--- config.mk ---
export PLATFORM = sky130hd
export DESIGN_NAME = recv_buff_ctrl
export DESIGN_NICKNAME = d
export VERILOG_FILES = /design/src/rtl/recv_buff_ctrl.sv
export SDC_FILE = /design/constraint.sdc
export NUM_CORES = 1
export LEC_CHECK = 0
export CAP_MARGIN = 20
export CORE_MARGIN = 2
export CORE_UTILIZATION = 30
export CTS_CLUSTER_DIAMETER = 80
export CTS_CLUSTER_SIZE = 30
export DETAILED_ROUTE_END_ITERATION = 12
export PLACE_DENSITY = 0.82
export RECOVER_POWER = 25
export SETUP_SLACK_MARGIN = 0.1
export SYNTH_ARGS = -nofsm -noshare
export SYNTH_HDL_FRONTEND = slang
export SYNTH_SLANG_ARGS = --single-unit
--- constraint.sdc ---
create_clock -name clk -period 2.15 [get_ports clk]
set_input_delay 0.645 -clock clk [delete_from_list [all_inputs] [get_ports clk]]
set_output_delay 0.645 -clock clk [all_outputs]
set_load 0.01 [all_outputs]
--- src/rtl/recv_buff_ctrl.sv ---
`default_nettype none
// ============================================================================
//  Module   : recv_buff_ctrl
//  Purpose  : Arbitrates network writes and core tag reads onto a receive
//             buffer, retrying missed reads after a fixed gap until a limit.
//  Revision : 1.0 - initial release
// ============================================================================
module recv_buff_ctrl #(
    parameter int DATA_WIDTH = 16,
    parameter int TAG_WIDTH  = 8,
    parameter int MAX_RETRY  = 15,
    parameter int RETRY_GAP  = 4
) (
    input  logic                  clk,
    input  logic                  nrst,
    input  logic                  net_valid,
    output logic                  net_ready,
    input  logic [TAG_WIDTH-1:0]  net_tag,
    input  logic [DATA_WIDTH-1:0] net_data,
    input  logic                  rd_req_valid,
    output logic                  rd_req_ready,
    input  logic [TAG_WIDTH-1:0]  rd_tag,
    output logic                  rd_resp_valid,
    output logic [DATA_WIDTH-1:0] rd_resp_data,
    output logic                  rd_resp_err,
    output logic                  rb_ren,
    output logic                  rb_wen,
    output logic [TAG_WIDTH-1:0]  rb_tag,
    output logic [DATA_WIDTH-1:0] rb_data,
    input  logic                  rb_hit,
    input  logic [DATA_WIDTH-1:0] rb_data_out,
    input  logic                  rb_full,
    input  logic                  rb_empty
);

    localparam logic [3:0] c_retry_last = 4'(MAX_RETRY - 1);
    localparam logic [3:0] c_gap_load   = 4'(RETRY_GAP);

    typedef enum logic [0:0] {
        ARB   = 1'b0,
        CHECK = 1'b1
    } state_t;

    state_t                r_state;
    state_t                w_state_nxt;
    logic                  r_rd_pend;
    logic                  w_rd_pend_nxt;
    logic [TAG_WIDTH-1:0]  r_tag;
    logic [TAG_WIDTH-1:0]  w_tag_nxt;
    logic [3:0]            r_retry_cnt;
    logic [3:0]            w_retry_nxt;
    logic [3:0]            r_gap_cnt;
    logic [3:0]            w_gap_nxt;
    logic                  r_last_grant;
    logic                  w_last_nxt;

    logic                  w_in_arb;
    logic                  w_rd_accept;
    logic                  w_rd_grant;
    logic                  w_wr;

    // Handshakes are gated by nrst so every output reads 0 while in reset.
    assign w_in_arb     = (r_state == ARB);
    assign rd_req_ready = nrst & ~r_rd_pend & w_in_arb;
    assign w_rd_accept  = rd_req_valid & rd_req_ready;
    assign w_rd_grant   = nrst & w_in_arb & r_rd_pend & (r_gap_cnt == 4'd0) &
                          ~rb_empty & (r_last_grant | ~net_valid);
    assign net_ready    = nrst & ~rb_full & ~w_rd_grant;
    assign w_wr         = net_valid & net_ready;

    always_ff @(posedge clk or negedge nrst) begin
        if (!nrst) begin
            r_state      <= ARB;
            r_rd_pend    <= 1'b0;
            r_tag        <= '0;
            r_retry_cnt  <= 4'd0;
            r_gap_cnt    <= 4'd0;
            r_last_grant <= 1'b1;
        end else begin
            r_state      <= w_state_nxt;
            r_rd_pend    <= w_rd_pend_nxt;
            r_tag        <= w_tag_nxt;
            r_retry_cnt  <= w_retry_nxt;
            r_gap_cnt    <= w_gap_nxt;
            r_last_grant <= w_last_nxt;
        end
    end

    always_comb begin
        w_state_nxt   = r_state;
        w_rd_pend_nxt = r_rd_pend;
        w_tag_nxt     = r_tag;
        w_retry_nxt   = r_retry_cnt;
        w_gap_nxt     = r_gap_cnt;
        w_last_nxt    = r_last_grant;
        rd_resp_valid = 1'b0;
        rd_resp_data  = '0;
        rd_resp_err   = 1'b0;
        rb_ren        = 1'b0;
        rb_wen        = 1'b0;
        rb_tag        = '0;
        rb_data       = '0;

        // Writes are independent of state; the read grant already blocks them.
        if (w_wr) begin
            rb_wen     = 1'b1;
            rb_tag     = net_tag;
            rb_data    = net_data;
            w_last_nxt = 1'b1;
        end

        case (r_state)
            ARB: begin
                if (r_gap_cnt != 4'd0) begin
                    w_gap_nxt = r_gap_cnt - 4'd1;
                end
                if (w_rd_accept) begin
                    w_rd_pend_nxt = 1'b1;
                    w_tag_nxt     = rd_tag;
                    w_retry_nxt   = 4'd0;
                    w_gap_nxt     = 4'd0;
                end
                if (w_rd_grant) begin
                    rb_ren      = 1'b1;
                    rb_tag      = r_tag;
                    w_last_nxt  = 1'b0;
                    w_state_nxt = CHECK;
                end
            end
            CHECK: begin
                w_state_nxt = ARB;
                if (rb_hit) begin
                    rd_resp_valid = 1'b1;
                    rd_resp_data  = rb_data_out;
                    w_rd_pend_nxt = 1'b0;
                end else if (r_retry_cnt == c_retry_last) begin
                    rd_resp_valid = 1'b1;
                    rd_resp_err   = 1'b1;
                    w_rd_pend_nxt = 1'b0;
                end else begin
                    w_retry_nxt = r_retry_cnt + 4'd1;
                    w_gap_nxt   = c_gap_load;
                end
            end
            default: begin
                w_state_nxt = ARB;
            end
        endcase
    end

endmodule
`default_nettype wire
==> impl_metrics.json, run 1 <==
{
  "grt_max_degree": 23,
  "power.density_nw_per_um2": 639.2,
  "start_kind": "flip-flop",
  "utilization": 0.7106,
  "dieHeight_um": 68.94,
  "hold_viol": 0,
  "rrSetupSlack_ps": 420,
  "finalWeightedCongestion": 0.7025,
  "fmax_mhz": 347.2,
  "htree_levels": 1,
  "synth_cell_types": 33,
  "nets": 365,
  "drive_above_1_share": 0.4656,
  "dr.pass1.iters": 4,
  "cp_data_required_time_ps": 1500,
  "fin_crit_sh": 1.340,
  "crit_path_end_kind": "primary output",
  "drc": 0,
  "num_antenna_cells": 0,
  "crit_type": "reg -> out",
  "synthCells": 150,
  "clockBufferDepth": 2,
  "synth_nets": 209,
  "routed_wl_um": 6039,
  "worst_ir_drop_vdd_uv": 631.8,
  "failed_checks": "negative setup slack",
  "syn-cell-area_sq_um": 1265,
  "hp-class": "reg -> reg",
  "maxSlewViolCount": 0,
  "path_clk_slew_ps": 70,
  "dr.first_iter.drc_count": 133,
  "cts.sinks": 19,
  "placed_cells": 314,
  "fin_crit_ps": 2880,
  "synth-seq-area-share": 0.3769,
  "syn2layout_area_growth_pct": 126.3,
  "p_leak_nw": 1.498,
  "synth_area_per_cell_sq_um": 8.433,
  "fin_cells": 355,
  "gr-total-overflow": 0,
  "maxSlewHeadroom": 0.5774,
  "dpl.hpwl_um": 3259,
  "setup_viol": 28,
  "grt_usage": 0.2516,
  "fin_tns_setup_ps": -17450,
  "antenna_found_initial": 0,
  "cp.arrival_ps": 2240,
  "crit_fanout": 4,
  "postRouteAntennaNets": 0,
  "clk_latency_ps": 260,
  "outcome": "finished, violations left",
  "rsz0062_at_grt": "yes",
  "first_global_vias": 1737,
  "fill_cells": 272,
  "viasPerCell": 4.966,
  "io_pins": 101,
  "initial_core_util": 0.3140,
  "rows": 23,
  "die-area_sq_um": 4752,
  "ys_seq_elements": 19,
  "dp_slack_ps": -1073,
  "cts_tree": "done",
  "tightest_slew_ps": 633.9,
  "skew_ps": 6.933,
  "wl_per_cell_um": 17.01,
  "port_buffers": 100,
  "setup_ws_ps": -730.4,
  "cts_inserted_buffers": 3,
  "via_count": 1763,
  "cap_violations": 0,
  "die_w_um": 68.94,
  "coreArea_sq_um": 4029,
  "yosys_warnings": 0,
  "grt_pass1_wl_um": 8597,
  "cts-root-buf": "clkbuf_8"
}
cell usage in the layout (no fill, tap or decap), drive strengths merged, types with 7 or more instances in the layout:
cell	count
buf	103
a22o	8
nor2	9
dfrtp	18
and3	17
inv	8
and2	17
nand2	28
clkdlybuf4s50	48
clkbuf	7
worst max-delay path: stages, from the launching register on:
cell	delay, ps
dfrtp_1	400
inv_2	80
ha_4	130
or3b_4	420
nor3_4	260
nor2_4	90
buf_6	140
buf_6	120
a22o_1	180
buf_2	150
stage by stage:
| step | cell area [sq um] | hold WS (ps) | power (W) |
|---|---|---|---|
| floorplan | 1323 | 349.4 | 0.0009809 |
| global placement | 2514 | 460.6 | 0.001342 |
| detailed placement | 2514 | 464.6 | 0.001378 |
| CTS | 2850 | 329.8 | 0.001742 |
| global route | 2863 | 494.8 | 0.001950 |
| finish | 2863 | 481.5 | 0.001830 |
synth_stat cells:
| cell | n | area (sq um) |
|---|---|---|
| nand4bb_1 | 1 | 11.26 |
| a2bb2oi_1 | 1 | 8.760 |
| a31oi_1 | 1 | 6.260 |
| nor3_4 | 1 | 16.27 |
| buf_2 | 1 | 5.000 |
| nor3b_1 | 2 | 15.01 |
| a211o_1 | 1 | 8.760 |
| and2_1 | 17 | 106.4 |
| nor3_1 | 1 | 5.000 |
| a22o_1 | 8 | 70.07 |
| nand3_1 | 5 | 25.02 |
| buf_4 | 1 | 7.510 |
| o31ai_1 | 2 | 15.01 |
| nand3b_1 | 1 | 7.510 |
| or3b_1 | 1 | 8.760 |
| xnor2_1 | 2 | 17.52 |
| and3_1 | 17 | 106.4 |
| clkbuf_1 | 5 | 18.77 |
| dfrtp_1 | 18 | 450.4 |
| o211ai_1 | 1 | 7.510 |
| nand2b_1 | 2 | 12.51 |
| a211oi_2 | 1 | 12.51 |
| ha_1 | 4 | 50.05 |
| dfstp_2 | 1 | 26.28 |
| o21ai_0 | 1 | 5.000 |
| buf_6 | 3 | 33.78 |
| o21ai_1 | 3 | 15.01 |
| nor2_1 | 6 | 22.52 |
| nand4b_1 | 1 | 8.760 |
| a21oi_1 | 4 | 20.02 |
| nand2_1 | 28 | 105.1 |
| inv_1 | 8 | 30.03 |
| nor2_2 | 1 | 6.260 |
flip-flops by register name (all words and copies together) (netlist names):
| register | cells |
|---|---|
| r_last_grant | 1 |
| r_tag | 8 |
| r_rd_pend | 1 |
| r_gap_cnt | 4 |
| r_retry_cnt | 4 |
| r_state | 1 |
layer usage:
metal  wire length, um  global-route usage  part of all wire  up-vias
li1                  -                   -                 -      817
met1              2257              0.2912              0.37      845
met2              3152              0.4423              0.52       78
met3               379             0.06331             0.063       23
met4               250              0.1005             0.041        0
met5                 0                   0                 0        -
cell families after synthesis:
family / after synthesis / share of synthesized area
AOI/OAI and AO/OA: 23 / 0.1335
xor gates and xnor gates: 2 / 0.01385
adders and majority gates: 4 / 0.03957
buffers and inverters: 18 / 0.07517
DFF: 19 / 0.3769
and+or+nand+nor: 84 / 0.3610
cell type report:
cell class	instances	area, sq um	area share
well taps	50	62.56	0.02185
inverters	8	30.03	0.01049
repair buffers	159	1401	0.4895
multi-input cells	115	847.1	0.2959
clock buffers	4	45.04	0.01573
flip-flops and latches	19	476.7	0.1665
report_power, final:
part	switching [W]	total (W)	internal, W
clock network	0.000118	0.000249	0.000132
logic	0.000454	0.000999	0.000545
registers	0.0000854	0.000581	0.000496
total	0.000657	0.00183	0.00117
path summary, 6_finish.rpt:
check,from,end,cells past startpoint
setup / recovery,r_gap_cnt[1],rb_tag[2],9
hold / removal,r_tag[6],r_tag[6],2
setup reg to reg,r_gap_cnt[1],r_gap_cnt[0],7
hold reg to reg,r_tag[6],r_tag[6],2
max in group asynchronous,nrst,r_retry_cnt[0],2
min in group asynchronous,nrst,r_gap_cnt[2],2
what timing repair did:
action                     4_1_cts  5_1_grt
cloned                           4        0
resized for setup              240       15
setup buffers                   32        6
hold buffers                     0        0
hold endpoints to repair         0        0
setup endpoints to repair       60       31
pin swaps                       14       14
Note: power is estimated with default switching activity, not from simulation.
==> run 2, diff against run 1 <==
CORE_UTILIZATION = 33   (was 30)
PLACE_DENSITY = 0.86   (was 0.82)
SETUP_SLACK_MARGIN = 0.2   (was 0.1)
clock period = 3.2 ns   (was 2.15 ns; I/O delays follow)
==> run 2 against run 1 <==
The run now ends clean. Wire length fell by 21%. Critical path type unchanged. Register-to-register slack improved by 1000 ps. Critical endpoint is now rb_data[10]. Largest cell class unchanged. Via count fell by 12%. Sequential power fell by 30%.
==> impl_metrics.json, run 2 (same netlist as run 1, synthesis figures left out) <==
{
  "drive_above_1_share": 0.2945,
  "outcome": "finished, final reports clean",
  "setup_viol": 0,
  "coreArea_sq_um": 3661,
  "num_antenna_cells": 0,
  "dieHeight_um": 65.92,
  "dr.pass1.iters": 4,
  "fin_crit_ps": 3140,
  "tightest_slew_ps": 486.4,
  "maxSlewViolCount": 0,
  "hold_viol": 0,
  "crit_fanout": 8,
  "syn2layout_area_growth_pct": 103.7,
  "die-area_sq_um": 4345,
  "rr_worst_depth": 6,
  "antenna_found_initial": 0,
  "design_area_sq_um": 2576,
  "wl_per_cell_um": 14.75,
  "skew_ps": 5.979,
  "final_common_cell": "clkdlybuf4s50_1",
  "fill_cells": 273,
  "clk_latency_ps": 260,
  "cts_inserted_buffers": 3,
  "dpl.hpwl_um": 3214,
  "htree_levels": 1,
  "grt_max_degree": 23,
  "top_regs": "r_tag: 8 flops, r_gap_cnt: 4 flops, r_retry_cnt: 4 flops",
  "worst_ir_drop_vdd_uv": 417.2,
  "postRouteAntennaNets": 0,
  "cts-root-buf": "clkbuf_8",
  "grt_usage": 0.2165,
  "maxSlewHeadroom": 0.6757,
  "setup_ws_ps": 59.82,
  "path_clk_slew_ps": 80,
  "cts_tree": "done",
  "via_count": 1552,
  "clockBufferDepth": 2,
  "regMostFlops": "r_tag",
  "die_w_um": 65.92,
  "dp_slack_ps": -573.7,
  "hp-class": "reg -> reg",
  "routed_wl_um": 4765,
  "total_power_w": 0.001119,
  "largest_reg_flops": 8,
  "crit_path_end_kind": "primary output",
  "first_global_vias": 1556,
  "fmax_mhz": 318.5,
  "power.density_nw_per_um2": 434.3,
  "viasPerCell": 4.805,
  "crit_type": "reg -> out",
  "layout_common_cells": "51 x clkdlybuf4s50_1, 28 x nand2_1, 23 x buf_4",
  "start_kind": "flip-flop",
  "rows": 22,
  "port_buffers": 100,
  "holdPathStages": 2,
  "gr-total-overflow": 0,
  "finalWeightedCongestion": 0.8035,
  "rsz0062_at_grt": "yes",
  "dr.first_iter.drc_count": 51,
  "place_area_sq_um": 2386,
  "initial_core_util": 0.3455,
  "drc": 0,
  "cp.arrival_ps": 2180,
  "p_leak_nw": 1.363,
  "nets": 335,
  "grt_pass1_wl_um": 7238,
  "cts.sinks": 19,
  "io_pins": 101,
  "fin_crit_sh": 0.9813,
  "cap_violations": 0,
  "cp_data_required_time_ps": 2240
}
run 2: power by group:
group / total, W / internal, W / switching (W)
clock: 0.000170 / 0.0000867 / 0.0000837
sequential: 0.000406 / 0.000333 / 0.0000729
combinational: 0.000542 / 0.000305 / 0.000237
run 2: through the flow:
stage / TNS, ps / utilization / std cells / hold WS [ps]
after detailed placement: -15360 / 0.6517 / 303 / 468.3
after floorplan: 0 / - / 150 / 446.1
after global placement: -13810 / 0.6517 / 303 / 464.8
after CTS: 0 / 0.6818 / 316 / 485.8
after global routing: 0 / 0.7037 / 323 / 531.6
final: 0 / 0.7037 / 323 / 488.5
run 2: worst paths after layout:
| kind | endpoint | startpoint | slack (ps) |
|---|---|---|---|
| hold / removal | r_tag[6] | r_tag[6] | 490 |
| max in group asynchronous | r_last_grant | nrst | 2140 |
| min in group asynchronous | r_rd_pend | nrst | 640 |
| hold reg to reg | r_tag[6] | r_tag[6] | 490 |
| setup / recovery | rb_data[10] | r_gap_cnt[1] | 60 |
| setup reg to reg | r_gap_cnt[1] | r_gap_cnt[1] | 1420 |
run 2: layout make-up:
cell class	instances	area (sq um)	share of cell area
Clock inverter	1	5.005	0.001943
Tap cell	48	60.06	0.02331
Inverter	8	30.03	0.01166
Multi-Input combinational cell	113	758.2	0.2943
Timing Repair Buffer	131	1205	0.4677
Sequential cell	19	476.7	0.1850
Clock buffer	3	41.29	0.01603
run 2: timing repair:
action / in CTS / in global routing
cloned: 2 / 0
hold buffers: 0 / 0
pin swaps: 14 / 4
buffers inserted: 7 / 7
gates resized for setup: 154 / 13
endpoints found under the setup margin: 46 / 29
run 2: worst max-delay path, stage by stage (launching register included):
cell and delay [ps]:
dfrtp_1 430, inv_2 100, ha_4 130, or3b_4 420, nor3_4 230, nor2_4 90
buf_12 130, buf_16 130, and2_1 120, buf_2 130
run 2: metal layers:
metal | share of wire | track usage | wire [um] | vias up
met5 | 0 | 0 | 0 | -
met4 | 0.017 | 0.06510 | 82 | 0
met3 | 0.049 | 0.04600 | 233 | 10
met2 | 0.56 | 0.4015 | 2651 | 42
met1 | 0.38 | 0.2455 | 1798 | 741
li1 | - | - | - | 759
==> run 3, diff against run 2 <==
ABC_CLOCK_PERIOD_IN_PS = 3200   (was unset)
==> results of run 3 <==
No change in the layout: final DEF, timing and power equal those of run 2.
